==> src/rtl/mac_pkg.sv <==
// Shared widths, constants and cost figures for the MAC normalize/round path.
package mac_pkg;

    localparam int SUM_W      = 24;   // two's-complement accumulator sum width
    localparam int REF_POS    = 10;   // leading-one position meaning exponent difference 0
    localparam int MAN_W      = 11;   // normalized mantissa width including the leading 1
    localparam int EXP_DIFF_W = 5;    // signed exponent difference width
    localparam int MAX_EXP_W  = 6;    // pass-through max exponent width
    localparam int Q_FRAC_W   = 5;    // pass-through fraction scaling width
    localparam int NUMBER_W   = 51;   // width of the cell-cost count outputs
    localparam int POS_W      = 5;    // leading-one position width (0..SUM_W-1)

    // Cell-cost counts contributed by each block; the top sums them.
    localparam logic [NUMBER_W-1:0] LZD_CELL_COST = 51'd96;
    localparam logic [NUMBER_W-1:0] NRS_CELL_COST = 51'd412;

    // Magnitude of a two's-complement sum; the most negative value maps to
    // 2^(SUM_W-1), which is representable as an unsigned SUM_W-bit number.
    function automatic logic [SUM_W-1:0] abs_sum(input logic [SUM_W-1:0] value);
        return value[SUM_W-1] ? (~value + SUM_W'(1)) : value;
    endfunction

endpackage

==> src/rtl/mac_lzd.sv <==
// Combinational leading-one detector over the accumulator magnitude.
module mac_lzd
    import mac_pkg::*;
(
    input  logic [SUM_W-1:0]    value,
    output logic [POS_W-1:0]    pos,
    output logic                zero,
    output logic [NUMBER_W-1:0] number
);

    // Scan upward so the highest set bit is the last one to win.
    always_comb begin
        pos  = '0;
        zero = 1'b1;
        for (int i = 0; i < SUM_W; i++) begin
            if (value[i]) begin
                pos  = POS_W'(i);
                zero = 1'b0;
            end
        end
    end

    assign number = LZD_CELL_COST;

endmodule

==> src/rtl/mac_norm_round_stage.sv <==
// Two-stage valid/ready pipeline: magnitude + leading-one detect, then
// normalize with round-to-nearest-even, passing max_exp / Q_frac alongside.
module mac_norm_round_stage
    import mac_pkg::*;
(
    input  logic                  clk,
    input  logic                  rst_n,
    input  logic                  in_valid,
    output logic                  in_ready,
    input  logic [SUM_W-1:0]      in_sum,
    input  logic [MAX_EXP_W-1:0]  in_max_exp,
    input  logic [Q_FRAC_W-1:0]   in_Q_frac,
    output logic                  out_valid,
    input  logic                  out_ready,
    output logic [MAN_W-1:0]      norm_sum_with_leading1,
    output logic [EXP_DIFF_W-1:0] signed_exp_diff,
    output logic                  exp_carry,
    output logic                  sign,
    output logic [MAX_EXP_W-1:0]  max_exp,
    output logic [Q_FRAC_W-1:0]   Q_frac,
    output logic [NUMBER_W-1:0]   number
);

    localparam logic [POS_W-1:0] REF_POS_L = POS_W'(REF_POS);

    // Stage 1 registers
    logic                 v1_reg;
    logic                 sign1_reg;
    logic                 zero1_reg;
    logic [POS_W-1:0]     pos1_reg;
    logic [SUM_W-1:0]     mag1_reg;
    logic [MAX_EXP_W-1:0] max_exp1_reg;
    logic [Q_FRAC_W-1:0]  q_frac1_reg;

    // Stage 2 (output) registers
    logic                  v2_reg;
    logic [MAN_W-1:0]      mant2_reg;
    logic [EXP_DIFF_W-1:0] diff2_reg;
    logic                  carry2_reg;
    logic                  sign2_reg;
    logic [MAX_EXP_W-1:0]  max_exp2_reg;
    logic [Q_FRAC_W-1:0]   q_frac2_reg;

    logic ready_s1;
    logic ready_s2;

    logic [SUM_W-1:0]    mag_next;
    logic [POS_W-1:0]    lzd_pos;
    logic                lzd_zero;
    logic [NUMBER_W-1:0] lzd_number;

    logic [MAN_W-1:0]      mant_next;
    logic [EXP_DIFF_W-1:0] diff_next;
    logic                  carry_next;
    logic [POS_W-1:0]      rshift;
    logic [POS_W-1:0]      lshift;
    logic [MAN_W-1:0]      trunc;
    logic                  guard;
    logic                  sticky;
    logic                  inc;
    logic [SUM_W-1:0]      sticky_mask;

    // A stage can take a new beat when empty or when its contents leave this cycle.
    assign ready_s2 = !v2_reg || out_ready;
    assign ready_s1 = !v1_reg || ready_s2;
    assign in_ready = ready_s1;

    assign mag_next = abs_sum(in_sum);

    mac_lzd u_lzd (
        .value  (mag_next),
        .pos    (lzd_pos),
        .zero   (lzd_zero),
        .number (lzd_number)
    );

    // Stage 1: capture sign, magnitude and leading-one position of the sum.
    always_ff @(posedge clk) begin
        if (!rst_n) begin
            v1_reg       <= 1'b0;
            sign1_reg    <= 1'b0;
            zero1_reg    <= 1'b0;
            pos1_reg     <= '0;
            mag1_reg     <= '0;
            max_exp1_reg <= '0;
            q_frac1_reg  <= '0;
        end else if (ready_s1) begin
            v1_reg <= in_valid;
            if (in_valid) begin
                sign1_reg    <= in_sum[SUM_W-1];
                zero1_reg    <= lzd_zero;
                pos1_reg     <= lzd_pos;
                mag1_reg     <= mag_next;
                max_exp1_reg <= in_max_exp;
                q_frac1_reg  <= in_Q_frac;
            end
        end
    end

    // Normalize the stage-1 magnitude to MAN_W bits, rounding to nearest even.
    always_comb begin
        mant_next   = '0;
        diff_next   = '0;
        carry_next  = 1'b0;
        rshift      = '0;
        lshift      = '0;
        trunc       = '0;
        guard       = 1'b0;
        sticky      = 1'b0;
        inc         = 1'b0;
        sticky_mask = '0;
        if (!zero1_reg) begin
            diff_next = EXP_DIFF_W'(pos1_reg - REF_POS_L);
            if (pos1_reg <= REF_POS_L) begin
                // Small values shift up exactly; nothing is lost.
                lshift    = REF_POS_L - pos1_reg;
                mant_next = MAN_W'(mag1_reg << lshift);
            end else begin
                // Large values drop rshift (>=1) low bits: guard is the top dropped bit,
                // sticky the OR of everything below it.
                rshift      = pos1_reg - REF_POS_L;
                trunc       = MAN_W'(mag1_reg >> rshift);
                guard       = mag1_reg[rshift - POS_W'(1)];
                sticky_mask = (SUM_W'(1) << (rshift - POS_W'(1))) - SUM_W'(1);
                sticky      = |(mag1_reg & sticky_mask);
                inc         = guard && (sticky || trunc[0]);
                if ((&trunc) && inc) begin
                    mant_next  = MAN_W'(1) << (MAN_W - 1);
                    carry_next = 1'b1;
                end else begin
                    mant_next = trunc + MAN_W'(inc);
                end
            end
        end
    end

    // Stage 2: register the rounded result; hold it while downstream stalls.
    always_ff @(posedge clk) begin
        if (!rst_n) begin
            v2_reg       <= 1'b0;
            mant2_reg    <= '0;
            diff2_reg    <= '0;
            carry2_reg   <= 1'b0;
            sign2_reg    <= 1'b0;
            max_exp2_reg <= '0;
            q_frac2_reg  <= '0;
        end else if (ready_s2) begin
            v2_reg <= v1_reg;
            if (v1_reg) begin
                mant2_reg    <= mant_next;
                diff2_reg    <= diff_next;
                carry2_reg   <= carry_next;
                sign2_reg    <= sign1_reg;
                max_exp2_reg <= max_exp1_reg;
                q_frac2_reg  <= q_frac1_reg;
            end
        end
    end

    assign out_valid              = v2_reg;
    assign norm_sum_with_leading1 = mant2_reg;
    assign signed_exp_diff        = diff2_reg;
    assign exp_carry              = carry2_reg;
    assign sign                   = sign2_reg;
    assign max_exp                = max_exp2_reg;
    assign Q_frac                 = q_frac2_reg;
    assign number                 = lzd_number + NRS_CELL_COST;

endmodule

==> config.mk <==
export PLATFORM = sky130hd
export DESIGN_NAME = mac_norm_round_stage
export DESIGN_NICKNAME = d
export VERILOG_FILES = /design/src/rtl/mac_pkg.sv /design/src/rtl/mac_lzd.sv /design/src/rtl/mac_norm_round_stage.sv
export SDC_FILE = /design/constraint.sdc
export NUM_CORES = 1
export LEC_CHECK = 0
export BUFFER_PORTS_ARGS = -buffer_cell sky130_fd_sc_hd__buf_2
export CAP_MARGIN = 20
export CORE_UTILIZATION = 55
export DETAILED_ROUTE_END_ITERATION = 12
export PLACE_DENSITY = 0.89
export SLEW_MARGIN = 40
export SYNTH_ARGS = -nofsm -noshare
export SYNTH_HDL_FRONTEND = slang
export SYNTH_SLANG_ARGS = --single-unit
==> constraint.sdc <==
create_clock -name clk -period 5.5 [get_ports clk]
set_input_delay 0 -clock clk [delete_from_list [all_inputs] [get_ports clk]]
set_output_delay 0 -clock clk [all_outputs]
set_load 0.02 [all_outputs]
==> impl_metrics.env, run 1 <==
export IMPL_status="completed"
export IMPL_fin_crit_sh=0.812
export IMPL_number_of_antenna_violations_at_the_first_check_in_global_routing=0
export IMPL_core_area_mm2=0.0126
export IMPL_grt_met2_usage=0.511
export IMPL_die_height_um=115
export IMPL_row_count=41
export IMPL_worstSetupPathType="reg2reg"
export IMPL_ff2ff_setup_slack_ns=1.04
export IMPL_max_freq_mhz=224
export IMPL_power_switching_w=0.000802
export IMPL_power_density_mw_per_mm2=263
export IMPL_r2r_end="norm_sum_with_leading1[0]$_SDFFE_PN0P_"
export IMPL_worst_slew_pin_transition_ns=0.857
export IMPL_drt_pass1_iter_count=7
export IMPL_route_detailed_vias_per_inst=6.60
export IMPL_synth_mux_area_fraction=0.162
export IMPL_top_level_ports=121
export IMPL_gr_total_overflow=0
export IMPL_number_of_nets_in_the_final_layout=974
export IMPL_post_synthesis_cell_type_with_the_largest_combined_area="sky130_fd_sc_hd__dfxtp_1"
export IMPL_cts_reportedPaths_clkPinSlew_ns=0.07
export IMPL_p_leak_nw=3.09
export IMPL_postSynth_asyncResetShare=0
export IMPL_final_period_minus_worst_setup_slack_ns=4.46
export IMPL_globalRoute_busiestLayer="met2"
export IMPL_floorplan_die_area_mm2=0.0133
export IMPL_seq_power_share=0.308
export IMPL_r2r_cells=15
export IMPL_pwr_share_comb=0.380
export IMPL_post_place_cells=1070
export IMPL_cts_repair_timing_setup_buffer_count=0
export IMPL_synth_adder_area_share=0.0230
export IMPL_cts_made_buffers=9
export IMPL_power_frac_clock=0.312
export IMPL_syn2layout_area_growth_pct=8.69
export IMPL_timing_critical_path_to="norm_sum_with_leading1[0]$_SDFFE_PN0P_"
export IMPL_grtUsageMet1=0.408
export IMPL_final_util=0.611
export IMPL_synth_cell_type_count=74
export IMPL_rsz0062_at_grt="false"
export IMPL_worst_setup_path_start_kind="flop"
export IMPL_grt_pass1_vias=6526
export IMPL_yosysTopAreaCellShare=0.207
export IMPL_synth_edff_count=0
export IMPL_gp_congestion=1.01
export IMPL_largest_net_degree_at_the_start_of_global_routing=78
export IMPL_clk_root_buffer_cell="sky130_fd_sc_hd__clkbuf_16"
export IMPL_synthesis_instances=885
export IMPL_detailedRoute_firstIterationViolations=1091
export IMPL_synth_ff_type="sky130_fd_sc_hd__dfxtp_1"
export IMPL_route_detailed_wl_per_inst_um=19.8
export IMPL_post_synth_cell_area_avg_um2=7.98
export IMPL_chipWidth_um=115
export IMPL_synthesis_yosys_warnings=0
export IMPL_cts_tree="built"
export IMPL_r2r_start="pos1_reg[1]$_SDFFE_PN0P_"
export IMPL_timing_final_hold_violations=0
export IMPL_placement_io_buffers=69
export IMPL_timing_max_slew_rel_slack=0.425
export IMPL_cell_internal_pwr_w=0.00122
export IMPL_grt_util_met3=0.0759
export IMPL_dominant_combinational_cell_family_by_area_after_synthesis="compound AO/OA/AOI/OAI gates"
export IMPL_fin_tns_setup_ns=0
export IMPL_ctsLongestPathBuffers=2
export IMPL_yosys_area_share_xor_xnor=0.0744
export IMPL_crit_fanout=23
export IMPL_final_layout_size_suffix_gt1_frac=0.184
export IMPL_crit_path_start="pos1_reg[1]$_SDFFE_PN0P_"
export IMPL_layout_commonest_cell="sky130_fd_sc_hd__nand2_1"
export IMPL_mostFrequentLayoutCells="sky130_fd_sc_hd__nand2_1 (153), sky130_fd_sc_hd__dfxtp_1 (71), sky130_fd_sc_hd__buf_2 (69), sky130_fd_sc_hd__conb_1 (51), sky130_fd_sc_hd__o21ai_0 (48)"
export IMPL_place_hpwl_um=14100
export IMPL_max_vdd_ir_drop_v=0.000156
export IMPL_cts_hold_buf=13
export IMPL_largest_register_ffs=24
export IMPL_route_antenna_remaining_nets=0
export IMPL_power_switching_share=0.397
export IMPL_end_kind="flop"
export IMPL_antenna_diode_count=0
export IMPL_drt_drc_violations_left=0
export IMPL_layout_cells_non_filler=1099
export IMPL_grtUsageTotal=0.326
export IMPL_timing_final_max_slew_violations=0
export IMPL_grt_first_pass_wirelength_um=33700
export IMPL_timing_max_cap_violations=0
export IMPL_timing_critical_path_arrival_ns=4.69
export IMPL_synth_seq_cells=73
export IMPL_number_of_resized_instances_in_the_post_cts_repair_step=0
export IMPL_skew_ns=0.0115
export IMPL_finalWirelength_um=21700
export IMPL_post_synthesis_instance_area_mm2=0.00707
export IMPL_clock_sinks=73
export IMPL_cts_htree_levels=3
export IMPL_synth_compound_area_share=0.216
export IMPL_share_of_synthesized_area_occupied_by_flip_flops_and_latches=0.207
export IMPL_timing_critical_path_required_ns=5.73
export IMPL_finalSetupViolations=0
export IMPL_ys_top_cells_by_area="sky130_fd_sc_hd__dfxtp_1 (21%), sky130_fd_sc_hd__mux4_2 (9.9%), sky130_fd_sc_hd__nand2_1 (8.1%), sky130_fd_sc_hd__buf_4 (5.5%), sky130_fd_sc_hd__mux2i_1 (4.0%)"
export IMPL_post_synth_and_or_nand_nor_area_fraction=0.212
export IMPL_insertion_delay_ns=0.35
export IMPL_initial_core_utilization=0.562
export IMPL_dr_total_vias=7254
export IMPL_min_delay_path_class="in2reg"
[power groups by stage]
stage / logic, W / registers, W / clock network, W
2_1_floorplan: 0.000599 / 0.000601 / 0
3_3_place_gp: 0.000712 / 0.000623 / 0
3_5_place_dp: 0.000723 / 0.000625 / 0
4_1_cts: 0.000738 / 0.000615 / 0.000623
5_1_grt: 0.000821 / 0.000622 / 0.000647
6_report: 0.000769 / 0.000623 / 0.000630
[Yosys cell counts (13+ instances only)]
cell type,instances
sky130_fd_sc_hd__buf_1,13
sky130_fd_sc_hd__inv_1,14
sky130_fd_sc_hd__a21oi_1,35
sky130_fd_sc_hd__a21boi_0,32
sky130_fd_sc_hd__mux2_2,15
sky130_fd_sc_hd__xnor2_1,26
sky130_fd_sc_hd__mux2i_1,28
sky130_fd_sc_hd__nor2b_1,13
sky130_fd_sc_hd__xor2_1,24
sky130_fd_sc_hd__a31oi_1,14
sky130_fd_sc_hd__nand3_1,33
sky130_fd_sc_hd__buf_2,13
sky130_fd_sc_hd__ha_1,13
sky130_fd_sc_hd__nand2_1,153
sky130_fd_sc_hd__o21ai_0,48
sky130_fd_sc_hd__nor3_1,21
sky130_fd_sc_hd__clkbuf_1,38
sky130_fd_sc_hd__nor2_1,38
sky130_fd_sc_hd__mux4_2,31
sky130_fd_sc_hd__o211a_1,18
sky130_fd_sc_hd__dfxtp_1,73
sky130_fd_sc_hd__buf_4,52
[critical path, cell delays in order (launching register included)]
cell and delay (ns):
sky130_fd_sc_hd__dfxtp_2 0.71, sky130_fd_sc_hd__inv_1 0.22, sky130_fd_sc_hd__ha_1 0.36, sky130_fd_sc_hd__xor2_4 0.57, sky130_fd_sc_hd__xnor2_1 0.16, sky130_fd_sc_hd__buf_4 0.23
sky130_fd_sc_hd__nor3_1 0.37, sky130_fd_sc_hd__nand2_1 0.10, sky130_fd_sc_hd__ha_1 0.29, sky130_fd_sc_hd__o22ai_1 0.06, sky130_fd_sc_hd__a2111oi_0 0.30, sky130_fd_sc_hd__o21ai_0 0.13
sky130_fd_sc_hd__a2111oi_0 0.41, sky130_fd_sc_hd__nand3_1 0.13, sky130_fd_sc_hd__a211oi_1 0.19, sky130_fd_sc_hd__a31oi_1 0.11
[logic make-up (layout without fill, tap and decap cells)]
family	after synthesis	in the layout
adders and majority gates	13	13
DFF	73	73
muxes	74	74
xor gates and xnor gates	54	54
AOI/OAI and AO/OA	219	219
other	2	51
buffers and inverters	133	126
and+or+nand+nor	317	317
[how the worst min path moves through the flow]
| stage | start | to | slack [ns] | cells after the start |
|---|---|---|---|---|
| final | out_ready | out_valid$_SDFFE_PN0P_ | 0.08 | 3 |
| after global routing | out_ready | out_valid$_SDFFE_PN0P_ | 0.08 | 3 |
| after CTS | out_ready | out_valid$_SDFFE_PN0P_ | 0.03 | 3 |
| after detailed placement | in_valid | v1_reg$_SDFFE_PN0N_ | 0.26 | 3 |
| after global placement | in_Q_frac[3] | q_frac1_reg[3]$_SDFFE_PN0P_ | 0.25 | 3 |
| after floorplan | in_valid | v1_reg$_SDFFE_PN0N_ | 0.14 | 2 |
[metal layers]
layer  share of wire  wire [um]
met5               0          0
met4           0.063       1370
met3            0.12       2560
met2            0.45       9750
met1            0.37       8060
[area by class of cell]
type | count | area, um2
clock buffer | 9 | 225
tap | 172 | 215
clock inverter | 7 | 86.3
inverter | 15 | 56.3
multi-input combinational | 728 | 5060
sequential | 73 | 1460
fill | 1046 | 4890
timing repair buffer | 95 | 573
[stage by stage]
| step | hold WS [ns] | total power, W | instance area [um2] | setup slack, ns |
|---|---|---|---|---|
| 2_1_floorplan | 0.139 | 0.00120 | 7250 | 1.13 |
| 3_3_place_gp | 0.252 | 0.00133 | 7230 | 1.25 |
| 3_5_place_dp | 0.260 | 0.00135 | 7230 | 1.16 |
| 4_1_cts | 0.0302 | 0.00198 | 7670 | 1.14 |
| 5_1_grt | 0.0832 | 0.00209 | 7680 | 0.547 |
| 6_report | 0.0757 | 0.00202 | 7680 | 1.04 |
Note: power is estimated with default switching activity, not from simulation.
==> run 2: changes to the inputs <==
Settings changed: CORE_UTILIZATION 55 to 52.
Clock period 5.5 ns to 3.9 ns, I/O delays scaled along.
==> run 2 against run 1 <==
Die area rose by 5.7%. Via count shrank 0.77%. Cell count up 1.6%. Global-route usage down 2.1 points. Sequential cell count is the same. Count of clock-buffer cells in the layout stayed put. Routed wire length barely moved. Critical path type unchanged. Critical endpoint unchanged.
==> impl_metrics.env, run 2 (synthesis results as in run 1) <==
export IMPL_insertion_delay_ns=0.35
export IMPL_worst_path_dominant_cell_family="compound AO/OA/AOI/OAI gates"
export IMPL_layout_commonest_cell="sky130_fd_sc_hd__nand2_1"
export IMPL_timing_critical_path_slowest_cell_delay_ns=0.52
export IMPL_power_frac_clock=0.303
export IMPL_row_count=42
export IMPL_worst_setup_path_start_kind="flop"
export IMPL_ctsLongestPathBuffers=2
export IMPL_number_of_nets_in_the_final_layout=986
export IMPL_mostFrequentLayoutCells="sky130_fd_sc_hd__nand2_1 (153), sky130_fd_sc_hd__dfxtp_1 (71), sky130_fd_sc_hd__buf_2 (69), sky130_fd_sc_hd__conb_1 (51), sky130_fd_sc_hd__o21ai_0 (48)"
export IMPL_cts_htree_levels=3
export IMPL_core_area_mm2=0.0132
export IMPL_largest_register_ffs=24
export IMPL_die_height_um=119
export IMPL_largest_net_degree_at_the_start_of_global_routing=58
export IMPL_status="completed"
export IMPL_p_leak_nw=3.16
export IMPL_final_util=0.592
export IMPL_timing_final_max_slew_violations=0
export IMPL_syn2layout_area_growth_pct=10.9
export IMPL_detailedRoute_firstIterationViolations=1106
export IMPL_route_detailed_wl_per_inst_um=19.5
export IMPL_seq_power_share=0.302
export IMPL_timing_max_cap_violations=0
export IMPL_fin_tns_setup_ns=0
export IMPL_grt_first_pass_wirelength_um=34000
export IMPL_number_of_antenna_violations_at_the_first_check_in_global_routing=0
export IMPL_report_power_total_w=0.00288
export IMPL_ff2ff_setup_slack_ns=0.12
export IMPL_floorplan_die_area_mm2=0.0141
export IMPL_top_level_ports=121
export IMPL_timing_max_slew_rel_slack=0.445
export IMPL_power_switching_w=0.00113
export IMPL_layout_cells_non_filler=1117
export IMPL_placement_io_buffers=69
export IMPL_max_freq_mhz=264
export IMPL_library_cell_appearing_most_often_on_the_critical_path="sky130_fd_sc_hd__mux4_2"
export IMPL_final_hold_worst_slack_ns=0.0382
export IMPL_clk_root_buffer_cell="sky130_fd_sc_hd__clkbuf_16"
export IMPL_gp_congestion=0.989
export IMPL_max_vdd_ir_drop_v=0.000216
export IMPL_cell_internal_pwr_w=0.00175
export IMPL_post_place_cells=1086
export IMPL_crit_fanout=24
export IMPL_final_period_minus_worst_setup_slack_ns=3.78
export IMPL_drt_drc_violations_left=0
export IMPL_place_hpwl_um=14700
export IMPL_final_layout_size_suffix_gt1_frac=0.201
export IMPL_cts_tree="built"
export IMPL_fin_crit_sh=0.970
export IMPL_finalWirelength_um=21800
export IMPL_power_density_mw_per_mm2=367
export IMPL_grtUsageTotal=0.305
export IMPL_route_antenna_remaining_nets=0
export IMPL_layout_filler_cells=1100
export IMPL_initial_core_utilization=0.534
export IMPL_timing_critical_path_arrival_ns=4.00
export IMPL_rsz0062_at_grt="false"
export IMPL_cts_made_buffers=9
export IMPL_end_kind="flop"
export IMPL_power_switching_share=0.393
export IMPL_pwr_share_comb=0.394
export IMPL_dr_total_vias=7198
export IMPL_cp_cell_sequence="inv_1 > ha_2 > buf_6 > mux4_2 > mux4_2 > nand2_1 > o21ai_0 > a2111oi_0 > buf_4 > nand3_1 > a211oi_1 > a31oi_1"
export IMPL_cts_reportedPaths_clkPinSlew_ns=0.07
export IMPL_cp_buffers_inverters=3
export IMPL_route_detailed_vias_per_inst=6.44
export IMPL_min_delay_path_class="in2reg"
export IMPL_grt_pass1_vias=6494
export IMPL_skew_ns=0.0123
export IMPL_finalSetupViolations=0
export IMPL_clock_sinks=73
export IMPL_drt_pass1_iter_count=7
export IMPL_chipWidth_um=119
export IMPL_timing_critical_path_required_ns=4.12
export IMPL_timing_final_hold_violations=0
export IMPL_worstSetupPathType="reg2reg"
export IMPL_worst_path_max_delay_cell="sky130_fd_sc_hd__mux4_2"
export IMPL_gr_total_overflow=0
export IMPL_worst_slew_pin_transition_ns=0.830
[run 2: cell type report]
cell class / count / area, um2 / area share
repair buffers: 107 / 667 / 0.0851
clock inverters: 7 / 87.6 / 0.0112
flip-flops and latches: 73 / 1460 / 0.187
clock buffers: 9 / 225 / 0.0287
multi-input cells: 728 / 5110 / 0.652
diodes: 2 / 5.00 / 0.000639
well taps: 176 / 220 / 0.0281
inverters: 15 / 57.6 / 0.00735
[run 2: per-layer routing]
metal  part of all wire  track usage  vias to the layer above
li1                   -            -                     3207
met1               0.38        0.382                     3316
met2               0.45        0.477                      539
met3               0.11       0.0767                      136
met4              0.060        0.165                        0
met5                  0            0                        -
[run 2: final timing paths]
kind                                    start                                endpoint  cells after the start
setup / recovery     pos1_reg[2]$_SDFFE_PN0P_  norm_sum_with_leading1[0]$_SDFFE_PN0P_                     12
hold / removal                      in_sum[8]                mag1_reg[8]$_SDFFE_PN0P_                      4
setup reg to reg     pos1_reg[2]$_SDFFE_PN0P_  norm_sum_with_leading1[0]$_SDFFE_PN0P_                     12
hold reg to reg   q_frac1_reg[0]$_SDFFE_PN0P_             q_frac1_reg[0]$_SDFFE_PN0P_                      2
[run 2: worst reg2reg max path: cells and delay by family, from the launching register on]
| family | cells | cell delay, ns |
|---|---|---|
| compound gates | 4 | 0.98 |
| mux | 2 | 0.90 |
| buf+inv | 3 | 0.65 |
| fa+ha+maj | 1 | 0.50 |
| flops | 1 | 0.48 |
| simple gates | 2 | 0.16 |
[run 2: power by group through the flow]
stage	combinational [W]	clock (W)	sequential [W]
final	0.00113	0.000873	0.000870
after global routing	0.00121	0.000914	0.000870
after CTS	0.00108	0.000866	0.000860
after detailed placement	0.00106	0	0.000876
after global placement	0.00105	0	0.000875
after floorplan	0.000860	0	0.000847
[run 2: per-stage QoR]
stage,area [um2],setup WS [ns]
6_report,7830,0.116
5_1_grt,7830,0.0262
4_1_cts,7810,0.223
3_5_place_dp,7360,0.245
3_3_place_gp,7360,0.308
2_1_floorplan,7300,0.0442
[run 2: repair_timing]
action / 4_1_cts / 5_1_grt
resized for setup: 0 / 4
setup endpoints to repair: 0 / 7
endpoints found under the hold margin: 13 / 0
hold buffers: 13 / 0
buffers inserted: 0 / 0
